### config.mk
export PLATFORM = sky130hd
export DESIGN_NAME = a51_sequencer
export DESIGN_NICKNAME = d
export VERILOG_FILES = /design/src/rtl/a51_pkg.sv /design/src/rtl/a51_lfsr_core.sv /design/src/rtl/a51_sequencer.sv
export SDC_FILE = /design/constraint.sdc
export NUM_CORES = 1
export LEC_CHECK = 0
export BUFFER_PORTS_ARGS = -buffer_cell sky130_fd_sc_hd__buf_2
export CORE_MARGIN = 2
export CORE_UTILIZATION = 30
export DETAILED_ROUTE_END_ITERATION = 10
export HOLD_SLACK_MARGIN = 0.08
export MAX_ROUTING_LAYER = met4
export PLACE_DENSITY = 0.44
export SLEW_MARGIN = 40
export SYNTH_ARGS = -nofsm -noshare
export SYNTH_HDL_FRONTEND = slang
export SYNTH_HIERARCHICAL = 1
export SYNTH_SLANG_ARGS = --single-unit
### constraint.sdc
create_clock -name clk -period 10.31 [get_ports clk]
set_input_delay 0.5155 -clock clk [delete_from_list [all_inputs] [get_ports clk]]
set_output_delay 0.5155 -clock clk [all_outputs]
set_load 0.05 [all_outputs]
### src/rtl/a51_pkg.sv
// a51_pkg
// Shared definitions for the A5/1 keystream sequencer:
//   - state_t   : sequencer FSM states
//   - R*_LEN    : LFSR lengths (19/22/23)
//   - R*_TAPS   : feedback tap masks
//   - R*_CLK    : clocking-bit positions used by majority clocking
//   - KEY_CYCLES / FRAME_CYCLES : load phase lengths (64 / 22)
//   - maj3()    : 3-input majority helper
package a51_pkg;

  typedef enum logic [2:0] {
    S_IDLE,
    S_LOAD_KEY,
    S_LOAD_FRAME,
    S_MIX,
    S_STREAM,
    S_DONE
  } state_t;

  localparam int R1_LEN = 19;
  localparam int R2_LEN = 22;
  localparam int R3_LEN = 23;

  // Tap masks: R1 {18,17,16,13}, R2 {21,20}, R3 {22,21,20,7}
  localparam logic [R1_LEN-1:0] R1_TAPS = 19'h7_2000;
  localparam logic [R2_LEN-1:0] R2_TAPS = 22'h30_0000;
  localparam logic [R3_LEN-1:0] R3_TAPS = 23'h70_0080;

  localparam int R1_CLK = 8;
  localparam int R2_CLK = 10;
  localparam int R3_CLK = 10;

  localparam int KEY_CYCLES   = 64;
  localparam int FRAME_CYCLES = 22;

  function automatic logic maj3(input logic a, input logic b, input logic c);
    return (a & b) | (a & c) | (b & c);
  endfunction

endpackage

### src/rtl/a51_lfsr_core.sv
// a51_lfsr_core
// The three A5/1 LFSRs with feedback and majority clocking.
// Registers shift toward the MSB; the new bit enters bit 0.
// Ports:
//   clk, reset  : clock, asynchronous active-high reset (clears all registers)
//   i_clear     : synchronous clear of all three registers
//   i_clk_en    : advance the registers this cycle
//   i_maj_sel   : 0 = all registers clock, 1 = majority clocking
//   i_inject    : bit XORed into every register's feedback (key/frame loading)
//   o_ks_bit    : keystream bit of the state the registers move to on this edge,
//                 so a "clock then read" sequence yields one bit per edge
module a51_lfsr_core
  import a51_pkg::*;
(
  input  logic clk,
  input  logic reset,
  input  logic i_clear,
  input  logic i_clk_en,
  input  logic i_maj_sel,
  input  logic i_inject,
  output logic o_ks_bit
);

  logic [R1_LEN-1:0] r_r1, w_r1_nxt;
  logic [R2_LEN-1:0] r_r2, w_r2_nxt;
  logic [R3_LEN-1:0] r_r3, w_r3_nxt;
  logic              w_maj;
  logic              w_en1, w_en2, w_en3;
  logic              w_fb1, w_fb2, w_fb3;

  always_comb begin
    w_maj = maj3(r_r1[R1_CLK], r_r2[R2_CLK], r_r3[R3_CLK]);
    // In regular mode every register moves; in majority mode only those agreeing with the vote
    w_en1 = ~i_maj_sel | (r_r1[R1_CLK] == w_maj);
    w_en2 = ~i_maj_sel | (r_r2[R2_CLK] == w_maj);
    w_en3 = ~i_maj_sel | (r_r3[R3_CLK] == w_maj);
    w_fb1 = (^(r_r1 & R1_TAPS)) ^ i_inject;
    w_fb2 = (^(r_r2 & R2_TAPS)) ^ i_inject;
    w_fb3 = (^(r_r3 & R3_TAPS)) ^ i_inject;
    w_r1_nxt = w_en1 ? {r_r1[R1_LEN-2:0], w_fb1} : r_r1;
    w_r2_nxt = w_en2 ? {r_r2[R2_LEN-2:0], w_fb2} : r_r2;
    w_r3_nxt = w_en3 ? {r_r3[R3_LEN-2:0], w_fb3} : r_r3;
  end

  assign o_ks_bit = w_r1_nxt[R1_LEN-1] ^ w_r2_nxt[R2_LEN-1] ^ w_r3_nxt[R3_LEN-1];

  always_ff @(posedge clk or posedge reset) begin
    if (reset) begin
      r_r1 <= '0;
      r_r2 <= '0;
      r_r3 <= '0;
    end else if (i_clear) begin
      r_r1 <= '0;
      r_r2 <= '0;
      r_r3 <= '0;
    end else if (i_clk_en) begin
      r_r1 <= w_r1_nxt;
      r_r2 <= w_r2_nxt;
      r_r3 <= w_r3_nxt;
    end
  end

endmodule

### src/rtl/a51_sequencer.sv
// a51_sequencer
// A5/1 key setup and keystream sequencer: loads Kc (64 cycles) and the frame
// number (22 cycles), discards MIX_CYCLES majority-clocked cycles, then packs
// the keystream MSB-first into bytes on a valid/ready stream.
// Parameters: NUM_BYTES (1..28) bytes per frame, MIX_CYCLES (>=1) discard cycles.
// Ports:
//   clk, reset   : clock, asynchronous active-high reset
//   secret_key   : Kc, bit i loaded in key cycle i (latched when start is taken)
//   public_key   : frame number, bit i loaded in frame cycle i (latched with start)
//   start        : begin a key setup, only honoured in IDLE
//   busy         : high in every state except IDLE
//   ks_byte/ks_valid/ks_ready : keystream byte stream (transfer when valid & ready)
//   done         : one-cycle pulse after the frame's last byte is accepted
// Build option: define A51_FRAME_AUTOINC_EN to restart automatically after each
// frame with the latched frame number incremented (mod 2^22), until reset.
module a51_sequencer
  import a51_pkg::*;
#(
  parameter int NUM_BYTES  = 28,
  parameter int MIX_CYCLES = 100
) (
  input  logic                    clk,
  input  logic                    reset,
  input  logic [KEY_CYCLES-1:0]   secret_key,
  input  logic [FRAME_CYCLES-1:0] public_key,
  input  logic                    start,
  output logic                    busy,
  output logic [7:0]              ks_byte,
  output logic                    ks_valid,
  input  logic                    ks_ready,
  output logic                    done
);

  localparam int PH_W = (MIX_CYCLES > 64) ? 7 : 6;
  localparam logic [PH_W-1:0] PH_KEY_LAST   = PH_W'(KEY_CYCLES - 1);
  localparam logic [PH_W-1:0] PH_FRAME_LAST = PH_W'(FRAME_CYCLES - 1);
  localparam logic [PH_W-1:0] PH_MIX_LAST   = PH_W'(MIX_CYCLES - 1);
  localparam logic [4:0]      BYTE_LAST     = 5'(NUM_BYTES - 1);

  state_t                  r_state;
  logic [PH_W-1:0]         r_phase;
  logic [2:0]              r_bit_cnt;
  logic [4:0]              r_byte_cnt;
  logic [KEY_CYCLES-1:0]   r_key;
  logic [FRAME_CYCLES-1:0] r_frame;
  logic [6:0]              r_shift;
  logic [7:0]              r_ks_byte;
  logic                    r_ks_valid;
  logic                    r_busy;
  logic                    r_done;

  logic w_stall, w_accept, w_clear, w_clk_en, w_maj_sel, w_inject, w_ks_bit;

  assign busy     = r_busy;
  assign ks_byte  = r_ks_byte;
  assign ks_valid = r_ks_valid;
  assign done     = r_done;

  always_comb begin
    // A presented byte that is not taken freezes the whole keystream path
    w_stall   = r_ks_valid & ~ks_ready;
    w_accept  = r_ks_valid & ks_ready;
    w_clear   = 1'b0;
    w_clk_en  = 1'b0;
    w_maj_sel = 1'b0;
    w_inject  = 1'b0;
    case (r_state)
      S_IDLE:       w_clear = start;
      S_LOAD_KEY: begin
        w_clk_en = 1'b1;
        w_inject = r_key[r_phase[5:0]];
      end
      S_LOAD_FRAME: begin
        w_clk_en = 1'b1;
        w_inject = r_frame[r_phase[4:0]];
      end
      S_MIX: begin
        w_clk_en  = 1'b1;
        w_maj_sel = 1'b1;
      end
      S_STREAM: begin
        w_clk_en  = ~w_stall;
        w_maj_sel = 1'b1;
      end
      S_DONE: begin
`ifdef A51_FRAME_AUTOINC_EN
        w_clear = 1'b1;
`else
        w_clear = 1'b0;
`endif
      end
      default: ;
    endcase
  end

  a51_lfsr_core u_core (
    .clk       (clk),
    .reset     (reset),
    .i_clear   (w_clear),
    .i_clk_en  (w_clk_en),
    .i_maj_sel (w_maj_sel),
    .i_inject  (w_inject),
    .o_ks_bit  (w_ks_bit)
  );

  always_ff @(posedge clk or posedge reset) begin
    if (reset) begin
      r_state    <= S_IDLE;
      r_phase    <= '0;
      r_bit_cnt  <= '0;
      r_byte_cnt <= '0;
      r_key      <= '0;
      r_frame    <= '0;
      r_shift    <= '0;
      r_ks_byte  <= '0;
      r_ks_valid <= 1'b0;
      r_busy     <= 1'b0;
      r_done     <= 1'b0;
    end else begin
      case (r_state)
        S_IDLE: begin
          r_done <= 1'b0;
          if (start) begin
            r_key      <= secret_key;
            r_frame    <= public_key;
            r_phase    <= '0;
            r_bit_cnt  <= '0;
            r_byte_cnt <= '0;
            r_busy     <= 1'b1;
            r_state    <= S_LOAD_KEY;
          end
        end
        S_LOAD_KEY: begin
          if (r_phase == PH_KEY_LAST) begin
            r_phase <= '0;
            r_state <= S_LOAD_FRAME;
          end else begin
            r_phase <= r_phase + PH_W'(1);
          end
        end
        S_LOAD_FRAME: begin
          if (r_phase == PH_FRAME_LAST) begin
            r_phase <= '0;
            r_state <= S_MIX;
          end else begin
            r_phase <= r_phase + PH_W'(1);
          end
        end
        S_MIX: begin
          if (r_phase == PH_MIX_LAST) begin
            r_phase <= '0;
            r_state <= S_STREAM;
          end else begin
            r_phase <= r_phase + PH_W'(1);
          end
        end
        S_STREAM: begin
          if (!w_stall) begin
            r_shift <= {r_shift[5:0], w_ks_bit};
            if (r_bit_cnt == 3'd7) begin
              r_bit_cnt  <= 3'd0;
              r_ks_byte  <= {r_shift, w_ks_bit};
              r_ks_valid <= 1'b1;
            end else begin
              r_bit_cnt <= r_bit_cnt + 3'd1;
              // A byte can only be accepted while the next one is still being packed
              if (w_accept) r_ks_valid <= 1'b0;
            end
            if (w_accept) begin
              if (r_byte_cnt == BYTE_LAST) begin
                r_byte_cnt <= '0;
                r_done     <= 1'b1;
                r_state    <= S_DONE;
              end else begin
                r_byte_cnt <= r_byte_cnt + 5'd1;
              end
            end
          end
        end
        S_DONE: begin
          r_done    <= 1'b0;
          r_bit_cnt <= '0;
          r_phase   <= '0;
`ifdef A51_FRAME_AUTOINC_EN
          r_frame   <= r_frame + 22'd1;
          r_state   <= S_LOAD_KEY;
`else
          r_busy    <= 1'b0;
          r_state   <= S_IDLE;
`endif
        end
        default: r_state <= S_IDLE;
      endcase
    end
  end

endmodule

==> results of run 1 <==
## per-stage QoR
step | std cells | area, um2
after global placement | 1112 | 9490
after floorplan | 661 | 8750
after global routing | 1146 | 10100
after detailed placement | 1112 | 9500
final | 1146 | 10100
after CTS | 1144 | 10100
## worst max-delay path: stages (launching register included)
cell and delay [ns]:
dfrtp_1 0.65, buf_4 0.37, mux4_2 0.54, mux2i_1 0.15
a21oi_1 0.12, o2111ai_1 0.19, o211ai_1 0.24, xnor2_1 0.20
xnor2_1 0.14, mux2i_1 0.13, nor2_1 0.05
## synthesized netlist by cell type (9+ instances only)
library cell | count | area (um2)
xnor2_1 | 12 | 105
nor2_1 | 54 | 203
nor3_1 | 9 | 45.0
a21oi_1 | 12 | 60.1
inv_1 | 13 | 48.8
buf_6 | 13 | 146
o21ai_0 | 13 | 65.1
buf_2 | 13 | 65.1
mux4_2 | 21 | 473
dfrtp_1 | 186 | 4650
nand2_1 | 24 | 90.1
a22o_1 | 21 | 184
mux2i_1 | 54 | 541
mux2_2 | 80 | 901
mux2_1 | 24 | 270
## area by class of cell
type                            count  area (um2)
Fill cell                        2836       18600
Sequential cell                   186        4660
Multi-Input combinational cell    420        3740
Timing Repair Buffer              108         568
Tap cell                          384         480
Clock buffer                       18         439
Clock inverter                     14         124
Inverter                           14        57.6
Antenna cell                        2        5.00
## flip-flops by register name (all words and copies together), names as in the netlist
signal / count
r_phase: 7
r_bit_cnt: 3
ks_valid: 1
u_core/r_r1: 19
r_shift: 7
done: 1
r_byte_cnt: 5
busy: 1
ks_byte: 8
r_state: 3
r_key: 64
u_core/r_r2: 22
r_frame: 22
u_core/r_r3: 23
## kinds of logic after synthesis
group                    count (synthesis)
multiplexers                           180
adder cells (fa/ha/maj)                  5
buffers and inverters                   55
AND/OR/NAND/NOR                        138
flip-flops                             186
AO/OA/AOI/OAI                           85
XOR/XNOR                                12
## worst max path at each step
stage | to | slack [ns] | cells after the start
2_1_floorplan | busy$_DFFE_PP0P_ | 6.55 | 1
3_3_place_gp | u_core/r_r3[0]$_DFFE_PP0P_ | 7.38 | 10
3_5_place_dp | u_core/r_r3[0]$_DFFE_PP0P_ | 7.34 | 10
4_1_cts | u_core/r_r3[0]$_DFFE_PP0P_ | 7.32 | 10
5_1_grt | u_core/r_r3[0]$_DFFE_PP0P_ | 7.17 | 10
6_report | u_core/r_r3[0]$_DFFE_PP0P_ | 7.39 | 10
## metal layers
layer / share of wire / vias to the layer above / track usage
li1: - / 2571 / -
met1: 0.50 / 2783 / 0.186
met2: 0.45 / 103 / 0.201
met3: 0.040 / 11 / 0.0331
met4: 0.0099 / 0 / 0.0361
met5: 0 / - / -
## report_power, final
group	switching [mW]	total, mW	internal [mW]
Sequential	0.255	1.28	1.02
Clock	0.316	0.642	0.326
Combinational	0.445	1.01	0.561
==> results.md, run 1 <==
* First-pass GRT wire length at 31800 um
* Cts bufs inserted at 17
* Final core occ at 0.351
* Final Cycle Share at 0.284
* Routed vias at 5468
* DRT iter0 DRCs at 244
* Resized cells post-CTS at 0
* Synth Cell Area at 0.00875 mm2
* Clock Skews at 0.0153 ns
* Worst r2r path cells at 10
* Antenna violations before repair at 2
* Post-synth EDFFs at 0
* Chip width at 175 um
* CTS Sinks at 186
* CP Launch Type: register
* Fmax at 342 MHz
* Worst setup path start: r_phase[1]$_DFFE_PP0P_
* Slack of the critical path at 7.39 ns
* Nets at 842
* Post-Synth Simple-Gate Area at 0.0811
* Final wirelength at 19200 um
* Largest net degree at the start of global routing at 86
* Cells after synthesis at 661
* Commonest cells after routing, fill and taps aside: dfrtp_1 (184), buf_2 (100), mux2_2 (80)
* R2r setup slk at 7.39 ns
* Via/cell ratio at 4.77
* Number of global-route vias before repair at 5821
* Syn nets at 756
* #FFs+latches synth at 186
* Post-synthesis xor/xnor area fraction at 0.0120
* Post-synthesis adder-cell area fraction at 0.00715
* Core Area at 0.0287 mm2
* Layout cells sized above 1 at 0.350
* GRT Util Overall at 0.135
* TritonRoute pass-1 iters at 4
* Complex-gate fraction of the synthesized area at 0.0752
* Post-DP HPWL at 13000 um
* RR Endpoint: u_core/r_r3[0]$_DFFE_PP0P_
* Post-CTS Setup Bufs at 0
* Syn avg cell area at 13.2 um2
* Die Y at 175 um
* CTS Buffer Depth at 2
* Critical path required time at 10.59 ns
* Leading cell type in the layout, fill and taps excluded: dfrtp_1
* Clk_lat worst skew at 0.43 ns
* Critical path capture point type: register
* Worst hold-check path type: in2async
* Final setup viols at 0
* CTS tree: done
* Unrepaired setup endpoints after global routing: false
* Setup_tns at 0 ns
* Post-synthesis mux area share at 0.251
* Clock transition at path regs at 0.08 ns
* Tmin final at 2.92 ns
* Netlist cell types at 65
* Prevailing post-synth register cell: dfrtp_1
* Root buffer cell: clkbuf_16
* Dpl ws at 7.34 ns
* Max VDD drop at 0.0989 mV
* # hold bufs at CTS at 0
* Post-synth ARST share at 1.00
* DR WL/cell at 16.8 um
* Actual slew at the worst max-slew pin at 0.805 ns
* Relative slew slack at 0.463
* Final GP Congestion at 0.752
* Residual DRC at 0
* Site Rows at 62
* Max-Cap Viols at 0
* Crit Path Max Fanout at 16
* Initial Util at 0.305
* Power Total at 2.93 mW
* YS warnings at 6
* PwrDens at 290 mW/mm2
* Main combinational cell family by area after synthesis: multiplexers
* Arrival time at the worst endpoint at 3.20 ns
* I/O pins at 101
* Min Hold Slack at 0.207 ns
* Final ANT Viol Nets at 0
* Status: finished clean
* Seq/Total Area, Yosys at 0.532
* Global route overflow at 0
* Max-slew violation count at 0
* Hold Fails Final Rpt at 0
* Critical path class: reg2reg
* Area grow syn2layout at 15.1%
* PortBufs at 100
* Critical R2R Launch: r_phase[1]$_DFFE_PP0P_
* Die Area at 0.0305 mm2
* LEAKAGE at 4.41 nW
* H-tree Lvls at 4
(Power assumes the default switching activity.)
==> inputs of run 2 (changes only) <==
==> constraint.sdc (replaced) <==
create_clock -name clk -period 2.9 [get_ports clk]
set_input_delay 0.145 -clock clk [delete_from_list [all_inputs] [get_ports clk]]
set_output_delay 0.145 -clock clk [all_outputs]
set_load 0.05 [all_outputs]
==> results.md, run 2 (synthesized netlist as in run 1, its figures left out) <==
* Status: finished clean
* Actual slew at the worst max-slew pin at 0.704 ns (-0.101 ns)
* Max FFs per register at 64 (unchanged)
* Root buffer cell: clkbuf_16
* Setup_tns at 0 ns (unchanged)
* Diode count at 0 (-2)
* Via/cell ratio at 4.70 (-1.5%)
* Global route overflow at 0 (unchanged)
* Placed cell area at 0.00966 mm2 (+1.6%)
* CTS Buffer Depth at 2 (unchanged)
* DRT iter0 DRCs at 301 (+23%)
* Commonest cells after routing, fill and taps aside: dfrtp_1 (186), buf_2 (100), dlygate4sd3_1 (87)
* Cts bufs inserted at 17 (unchanged)
* Met1 Use GR at 0.197 (+0.0110)
* Clk_lat worst skew at 0.43 ns (about the same)
* Max VDD drop at 0.366 mV (+270%)
* Critical path capture point type: register
* Final instance area at 0.0111 mm2 (+10%)
* First-pass GRT wire length at 33100 um (+4.1%)
* Largest net degree at the start of global routing at 70 (-19%)
* Unrepaired setup endpoints after global routing: false
* Max-Cap Viols at 0 (unchanged)
* Nets at 944 (+12%)
* Relative slew slack at 0.530 (+0.0666)
* Clock transition at path regs at 0.08 ns (about the same)
* Placed cells at 1127 (+1.3%)
* GR Layer Usage met3 at 0.0285 (-0.00457)
* Final setup viols at 0 (unchanged)
* Final Cycle Share at 0.868 (+0.584)
* Hold Fails Final Rpt at 0 (unchanged)
* TritonRoute pass-1 iters at 4 (unchanged)
* Worst hold-check path type: in2reg
* Clock Skews at 0.0168 ns (+0.00150 ns)
* Met2 Use GR at 0.208 (+0.00659)
* Leading cell type in the layout, fill and taps excluded: dfrtp_1
* Routed vias at 5851 (+7.0%)
* Resized cells post-CTS at 0 (unchanged)
* CTS Sinks at 186 (unchanged)
* PwrDens at 960 mW/mm2 (+230%)
* Max-slew violation count at 0 (unchanged)
* PortBufs at 100 (unchanged)
* Final wirelength at 20000 um (+3.9%)
* Final ANT Viol Nets at 0 (unchanged)
* GRT Util Overall at 0.141 (+0.00553)
* Final GP Congestion at 0.776 (+3.1%)
* Biggest registers after layout: r_key x64, u_core/r_r3 x23
* Critical path required time at 3.22 ns (-7.37 ns)
* Die Area at 0.0305 mm2 (unchanged)
* Antenna violations before repair at 0 (-2)
* Layout cells sized above 1 at 0.322 (-0.0283)
* CP Launch Type: register
* Chip width at 175 um (unchanged)
* Arrival time at the worst endpoint at 2.84 ns (-0.36 ns)
* Post-DP HPWL at 14000 um (+7.4%)
* Initial Util at 0.305 (unchanged)
* Fmax at 397 MHz (+16%)
* DR WL/cell at 16.0 um (-4.4%)
* Tmin final at 2.52 ns (-0.407 ns)
* Crit Path Max Fanout at 9 (-7)
* Number of global-route vias before repair at 6173 (+6.0%)
* Core Area at 0.0287 mm2 (unchanged)
* CTS tree: done
* Area grow syn2layout at 26.8%
* Site Rows at 62 (unchanged)
* R2r setup slk at 0.38 ns (-7.00 ns)
* Busiest grt layer: met2
* Die Y at 175 um (unchanged)
* I/O pins at 101 (unchanged)
* Largest Register: r_key
* Final Non-Filler Cells at 1245 (+8.6%)
* Residual DRC at 0 (unchanged)
* Critical path class: reg2reg
* LEAKAGE at 4.85 nW (+10%)
* H-tree Lvls at 4 (unchanged)
==> run 2: cell count changes in the layout (fill, tap and decap cells not counted), sizes merged <==
cell / delta
bufinv: +1
dlygate4sd3: +87
buf: +15
inv: -2
diode: -2
clkinv: -2
clkinvlp: +2
==> run 2: timing repair <==
action / 4_1_cts / 5_1_grt
hold endpoints to repair: 136 / 0
setup buffers: 0 / 0
hold buffers: 87 / 0
==> run 2: final cells by class <==
type,instances,area (um2)
repair buffers,210,1590
fillers,2768,17600
multi-input cells,420,3740
clock buffers,18,429
well taps,384,480
inverters,14,56.3
flip-flops and latches,186,4650
clock inverters,13,134
==> run 2: critical path, stage by stage (launching register included) <==
cell,delay (ns)
dfrtp_1,0.56
and2b_1,0.21
nand2_1,0.08
nand2_1,0.30
inv_2,0.11
o41ai_2,0.35
a221oi_2,0.13
xnor2_1,0.23
xnor2_1,0.15
mux2_2,0.28
==> run 2: worst paths after layout <==
path,to,from,cells past startpoint
max,ks_byte[0]$_DFFE_PP0P_,r_state[0]$_DFFE_PP0P_,9
min,done$_DFFE_PP0P_,ks_ready,5
max reg2reg,ks_byte[0]$_DFFE_PP0P_,r_state[0]$_DFFE_PP0P_,9
min reg2reg,r_frame[7]$_DFFE_PP0P_,r_frame[7]$_DFFE_PP0P_,1
max in group asynchronous,r_key[41]$_DFFE_PP0P_,reset,4
min in group asynchronous,u_core/r_r3[22]$_DFFE_PP0P_,reset,3
==> run 2: routing by layer <==
metal  vias to the layer above  wire (um)
met5                         -          0
met1                      2977      10000
met3                        16        633
met4                         0        266
li1                       2755          -
met2                       103       9020
==> run 2: stage by stage <==
step           power, mW   util  setup slack, ns  hold slack [ns]
6_report            10.6  0.386            0.383            0.204
5_1_grt             11.4  0.386            0.214            0.220
4_1_cts             10.8  0.386            0.393            0.190
3_5_place_dp        8.38  0.336            0.411            0.247
3_3_place_gp        8.29  0.336            0.489            0.234
2_1_floorplan       7.47      -            0.656            0.280
==> run 2: power by group <==
group | leakage (nW) | switching [mW] | internal (mW) | total (mW)
Sequential | 2.35 | 0.853 | 3.64 | 4.49
Combinational | 2.23 | 1.69 | 2.17 | 3.86
Clock | 0.272 | 1.08 | 1.21 | 2.29
Total | 4.85 | 3.63 | 7.02 | 10.6
